==> src/rtl/alu_issue_stage.sv <==
// ALU issue stage: resolves operand forwarding from EX/MEM and MEM/WB, stalls on load-use,
// and registers one instruction's operands behind a valid/ready skid-free output slot.
module alu_issue_stage (
   input  logic        clk,
   input  logic        rst_n,
   input  logic        in_valid,
   output logic        in_ready,
   input  logic [2:0]  in_rs1_addr,
   input  logic [2:0]  in_rs2_addr,
   input  logic [2:0]  in_rd_addr,
   input  logic [15:0] in_rs1_data,
   input  logic [15:0] in_rs2_data,
   input  logic [15:0] in_imm,
   input  logic        in_use_imm,
   input  logic [2:0]  in_alu_ctrl,
   input  logic        in_rd_we,
   input  logic        exm_we,
   input  logic        exm_is_load,
   input  logic [2:0]  exm_rd,
   input  logic [15:0] exm_data,
   input  logic        wb_we,
   input  logic [2:0]  wb_rd,
   input  logic [15:0] wb_data,
   input  logic        flush,
   output logic        out_valid,
   input  logic        out_ready,
   output logic [15:0] alu_a,
   output logic [15:0] alu_b,
   output logic [2:0]  alu_ctrl_o,
   output logic [2:0]  out_rd_addr,
   output logic        out_rd_we,
   output logic [15:0] hazard_cnt
);

   logic        exm_hit_rs1, exm_hit_rs2, wb_hit_rs1, wb_hit_rs2;
   logic        hazard, accept;
   logic [15:0] fwd_a, fwd_b;

   assign exm_hit_rs1 = exm_we & (exm_rd == in_rs1_addr) & (in_rs1_addr != 3'd0);
   assign exm_hit_rs2 = exm_we & (exm_rd == in_rs2_addr) & (in_rs2_addr != 3'd0);
   assign wb_hit_rs1  = wb_we  & (wb_rd  == in_rs1_addr) & (in_rs1_addr != 3'd0);
   assign wb_hit_rs2  = wb_we  & (wb_rd  == in_rs2_addr) & (in_rs2_addr != 3'd0);

   // A load in EX/MEM has no data yet, so a dependent instruction must wait a cycle.
   assign hazard   = in_valid & exm_is_load & (exm_hit_rs1 | (~in_use_imm & exm_hit_rs2));
   assign in_ready = ~hazard & ~flush & (~out_valid | out_ready);
   assign accept   = in_valid & in_ready;

   // NOTE: every branch of a combinational block must assign each output, so defaults come first to avoid latches.
   always_comb begin
      fwd_a = in_rs1_data;
      if (in_rs1_addr == 3'd0) fwd_a = 16'd0;
      else if (exm_hit_rs1)    fwd_a = exm_data;
      else if (wb_hit_rs1)     fwd_a = wb_data;
   end

   always_comb begin
      fwd_b = in_rs2_data;
      if (in_use_imm)               fwd_b = in_imm;
      else if (in_rs2_addr == 3'd0) fwd_b = 16'd0;
      else if (exm_hit_rs2)         fwd_b = exm_data;
      else if (wb_hit_rs2)          fwd_b = wb_data;
   end

   // NOTE: the payload registers are reset too, so no stale operands are visible after reset;
   // non-blocking assignments keep all state updates on the same edge.
   always_ff @(posedge clk or negedge rst_n) begin
      if (!rst_n) begin
         out_valid   <= 1'b0;
         alu_a       <= 16'd0;
         alu_b       <= 16'd0;
         alu_ctrl_o  <= 3'd0;
         out_rd_addr <= 3'd0;
         out_rd_we   <= 1'b0;
      end else if (flush) begin
         out_valid <= 1'b0;
         out_rd_we <= 1'b0;
      end else if (accept) begin
         out_valid   <= 1'b1;
         alu_a       <= fwd_a;
         alu_b       <= fwd_b;
         alu_ctrl_o  <= in_alu_ctrl;
         out_rd_addr <= in_rd_addr;
         out_rd_we   <= in_rd_we;
      end else if (out_valid && out_ready) begin
         out_valid <= 1'b0;
      end
   end

   always_ff @(posedge clk or negedge rst_n) begin
      if (!rst_n) begin
         hazard_cnt <= 16'd0;
      end else if (hazard && !flush && hazard_cnt != 16'hFFFF) begin
         hazard_cnt <= hazard_cnt + 16'd1;
      end
   end

endmodule

==> config.mk <==
export PLATFORM = sky130hd
export DESIGN_NAME = alu_issue_stage
export DESIGN_NICKNAME = d
export VERILOG_FILES = /design/src/rtl/alu_issue_stage.sv
export SDC_FILE = /design/constraint.sdc
export NUM_CORES = 1
export LEC_CHECK = 0
export BUFFER_PORTS_ARGS = -buffer_cell sky130_fd_sc_hd__buf_4
export CORE_ASPECT_RATIO = 0.75
export CORE_MARGIN = 5
export CORE_UTILIZATION = 30
export CTS_CLUSTER_DIAMETER = 80
export CTS_CLUSTER_SIZE = 8
export DETAILED_ROUTE_END_ITERATION = 8
export PLACE_DENSITY = 0.53
export SYNTH_ARGS = -nofsm -noshare
export SYNTH_HDL_FRONTEND = slang
export SYNTH_SLANG_ARGS = --single-unit
==> constraint.sdc <==
create_clock -name clk -period 5.7 [get_ports clk]
set_clock_uncertainty 0.2 [all_clocks]
set_input_delay 1.14 -clock clk [delete_from_list [all_inputs] [get_ports clk]]
set_output_delay 1.14 -clock clk [all_outputs]
set_load 0.02 [all_outputs]
# Word level (Yosys, flattened, before mapping)
# Cells that the tools add are included.
[word_totals]
reg_bits = 56
input_bits = 108
out_inout_bits = 57
word_cells = 56
[classes]
addsub = 1
n_eq_ne = 5
n_mux = 12
bitwise = 20
reduce_logical = 11
[ops]
columns = ["op", "n"]
rows = [
  ["$mux 16", 7],
  ["$add 16x1->16 const B", 1],
  ["$ne 16x16->1 const B", 1],
  ["$and 1x1->1", 14],
  ["$eq 3x3->1", 4],
  ["$reduce_bool 3->1", 3],
  ["$logic_not 3->1", 2],
  ["$mux 1", 5],
  ["$not 1->1", 4],
  ["$logic_and 1x1->1", 3],
  ["$or 1x1->1", 2],
  ["$reduce_and 2->1", 1],
  ["$reduce_bool 2->1", 1],
  ["$logic_not 1->1", 1],
]

# Longest topological paths before layout
[depth]
depth_word = 12
ltp_mapped = 7
depth_no_buf = 6

# Worst setup path after synthesis
# OpenSTA, ideal clock, no wires.
[synth_path]
path_kind = "input -> output"
from = "in in_rs2_addr[1]"
to = "out in_ready"
arrival_time_ps = 2632
t_required_ps = 4360
slack_ps = 1728
path_stages = 5
n_path_buf = 1
path_cell_list = "nor3_4 > nor3b_1 > a32o_2 > clkbuf_1 > a211oi_1"
[synth_between]
elab_chain_len = 9
elab_cells_between_ends = 10
cone_classes = "eq/ne: 1; bitwise: 8; reduce/logical: 1"
[synth_lines]
columns = ["element", "line_no", "rtl"]
rows = [
  ["from (decl)", "9", "input logic [2:0] in_rs2_addr,"],
  ["$eq 3x3->1", "40", "assign exm_hit_rs2 = exm_we & (exm_rd == in_rs2_addr) & (in_rs2_addr != 3'd0);"],
  ["$and 1x1->1", "40", ""],
  ["$and 1x1->1 (*)", "40", ""],
  ["$and 1x1->1 (*)", "45", "assign hazard = in_valid & exm_is_load & (exm_hit_rs1 | (~in_use_imm & exm_hit_rs2));"],
  ["$or 1x1->1 (*)", "45", ""],
  ["$and 1x1->1 (*)", "45", ""],
  ["$not 1->1 (*)", "46", "assign in_ready = ~hazard & ~flush & (~out_valid | out_ready);"],
  ["$and 1x1->1 (*) (2 in a row)", "46", ""],
  ["to (decl)", "7", "output logic in_ready,"],
]
# Mark *: on every way between the ends. The rest lies on a longest branch, timed or not.

# Worst setup path in the final report
# Ends and elaborated chain as after synthesis.

==> metrics.yaml <==
period_share: 0.723
die_h_um: 104
crit_top_cell: "buf_4"
synthTopCellsByCount: "dfrtp_1 (56), nand2_1 (39), o211ai_1 (32)"
wl_per_cell_um: 19.6
min_path_cells: 1
cts_setup_buffers: 0
dp_worst_setup_slack_ps: 1580
worst_slew_pin_slew_ps: 1230
synth_top_family_by_area: "compound AO/OA/AOI/OAI gates"
use_met3: 0.0537
cts_resized: 0
routed_via_density: 5.44
seq_area_frac_synth: 0.393
drt_iter0_markers: 128
synthXorXnorAreaFrac: 0.0540
min_from: "alu_a[6]$_DFFE_PN0P_"
cts_tree: "done"
hold-path-endpoint: "alu_a[6]$_DFFE_PN0P_"
max_freq_mhz: 243
rr_worst_depth: 6
powerDensity_mw_per_mm2: 244
drive_above_1_share: 0.414
ys_warn_count: 0
synthMuxAreaShare: 0.0221
ys_types: 48
cp_data_required_time_ps: 4360
antenna_left: 0
async_reset_ff_frac: 1.00
leakagePower_nw: 2.16
synth_edf_count: 0
cp_cell_sequence: "buf_4 > nor3_4 > nor3b_1 > a32o_2 > a211oi_1 > buf_4"
h-tree-depth: 2
io_pins: 165
portBuffers: 164
die-area_mm2: 0.0142
syn_to_final_growth_pct: 42.3
grt_pass1_vias: 3778
clk_path_buf_depth: 2
synth-seq-cells: 56
r2r_end: "alu_b[0]$_DFFE_PN0P_"
grt_busiest_layer: "met2"
drc: 0
fin_hold_ws_ps: 293
crit_path_start_kind: "input port"
syn_inst: 377
max_cap_viol_count: 0
cts_hold_repair.buffers: 0
criticalPathCategory: "input port to output port"
nets: 632
drv_slew: 0
core_region_area_mm2: 0.0116
worstSkewPairLatency_ps: 300
ff2ff_setup_slack_ps: 3150
numClockSinks: 56
ir_drop_mv: 0.132
synth_top_area_frac: 0.393
relSlewSlack: 0.177
dp_cells: 678
fin_tns_setup_ps: 0
yosysMostFrequentCell: "dfrtp_1"
cts-buffers-inserted: 5
wl_um: 13400
path_buf_inv: 2
setup_slack_ps: 1580
rsz0062_at_grt: "no"
clk_pin_slew_ps: 70
initial_core_util: 0.307
r2r_start: "out_valid$_DFFE_PN0P_"
syn_area_mm2: 0.00357
met2_usage: 0.286
crit_family: "simple AND/OR/NAND/NOR gates"
cp_max_fo: 18
die_w_um: 136
worst_setup_path_end_kind: "output port"
setup_viol: 0
hold_path_class: "register to register"
use_met1: 0.268
critPathMaxStageDelay_ps: 580
drtPass1Iterations: 4
status: "complete, no violations"
fill_cells: 1161
root_buffer: "clkbuf_16"
syn_nets: 486
n_antenna_cell: 0
hold_violations: 0
gp_congestion: 0.847
syn_avg_cell_area_um2: 9.46
stdcell_count: 686
vias: 3734
grt_max_degree: 57
antenna_found_initial: 0
yosys.area_share.simple: 0.173
gr-total-overflow: 0
grt_use_total: 0.187
rows: 34
grt_pass1_wl_um: 21100
synth_top_area_cell: "dfrtp_1"
synth_fa_ha_area_frac: 0.00351
synth_area_leaders: "dfrtp_1 (39%), o211ai_1 (6.7%), a32o_1 (4.5%), nand2_1 (4.1%), o32ai_1 (3.9%)"
min_period_ps: 4120
synth_compound_area_frac: 0.312
critPathSlowestCell: "nor3_4"
hpwl_um: 10600
cp.arrival_ps: 2780
synthFlopType: "dfrtp_1"
[power by group]
| group | switching, mW | leakage (nW) | total (mW) | internal, mW |
|---|---|---|---|---|
| combinational | 0.233 | 1.38 | 0.426 | 0.194 |
| clock | 0.154 | 0.0660 | 0.319 | 0.164 |
| sequential | 0.0375 | 0.715 | 0.494 | 0.456 |
[registers in the layout (all words and copies together) (netlist names)]
name         count
alu_b           16
alu_ctrl_o       3
out_valid        1
out_rd_addr      3
alu_a           16
out_rd_we        1
hazard_cnt      16
[cell families (layout without fill, tap and decap cells)]
kind of cell,after synthesis,after routing
AOI/OAI and AO/OA,142,142
and+or+nand+nor,113,113
DFF,56,56
buffers and inverters,36,183
xor gates and xnor gates,22,22
muxes,7,7
adders and majority gates,1,1
[stage by stage]
stage                     cell area, um^2  total power [mW]  utilization
after detailed placement             4930             0.932        0.424
after floorplan                      3570             0.708            -
after global placement               4930             0.927        0.424
final                                5070              1.24        0.437
after global routing                 5070              1.31        0.437
after CTS                            5070              1.25        0.437
[worst reg2reg max path: stages (launching register included)]
cell,delay [ps]
dfrtp_1,380
nor2b_1,170
or2_1,230
buf_4,210
nor3_2,800
o211ai_1,240
o211ai_1,230
[cell type report]
cell class / instances / area (um^2) / share of cell area
tap: 162 / 203 / 0.0399
clock inverter: 3 / 23.8 / 0.00468
multi-input combinational: 285 / 2030 / 0.399
sequential: 56 / 1400 / 0.276
clock buffer: 5 / 125 / 0.0247
inverter: 5 / 18.8 / 0.00370
timing repair buffer: 170 / 1280 / 0.251
[layer usage]
layer / up-vias / share of wire / wire, um
met4: 0 / 0.0072 / 97
met1: 1807 / 0.46 / 6190
li1: 1771 / - / -
met5: - / 0 / 0
met3: 8 / 0.078 / 1050
met2: 148 / 0.45 / 6100
[layout by cell type, fill, tap and decap left out, types with 6 or more instances in the layout]
cell type / n
buf_4: 170
nand4_1: 7
nand2_1: 39
o31ai_1: 16
or2_2: 18
mux2_2: 7
o32ai_1: 16
o311ai_0: 14
xnor2_1: 12
a21oi_1: 17
a32o_1: 16
o21ai_0: 18
nor3_1: 6
dfrtp_1: 56
xor2_1: 9
nand3_1: 9
o211ai_1: 32
[worst max-delay path by stage]
| stage | from | to | slack, ps | cells after the start |
|---|---|---|---|---|
| after floorplan | in_rs2_addr[1] | in_ready | 1730 | 5 |
| after global placement | in_rs2_addr[1] | in_ready | 1600 | 6 |
| after detailed placement | in_rs2_addr[1] | in_ready | 1580 | 6 |
| after CTS | in_rs2_addr[1] | in_ready | 1580 | 6 |
| after global routing | in_rs2_addr[1] | in_ready | 1460 | 6 |
| final | in_rs2_addr[1] | in_ready | 1580 | 6 |
No activity file was read; power rests on OpenSTA's default activity.
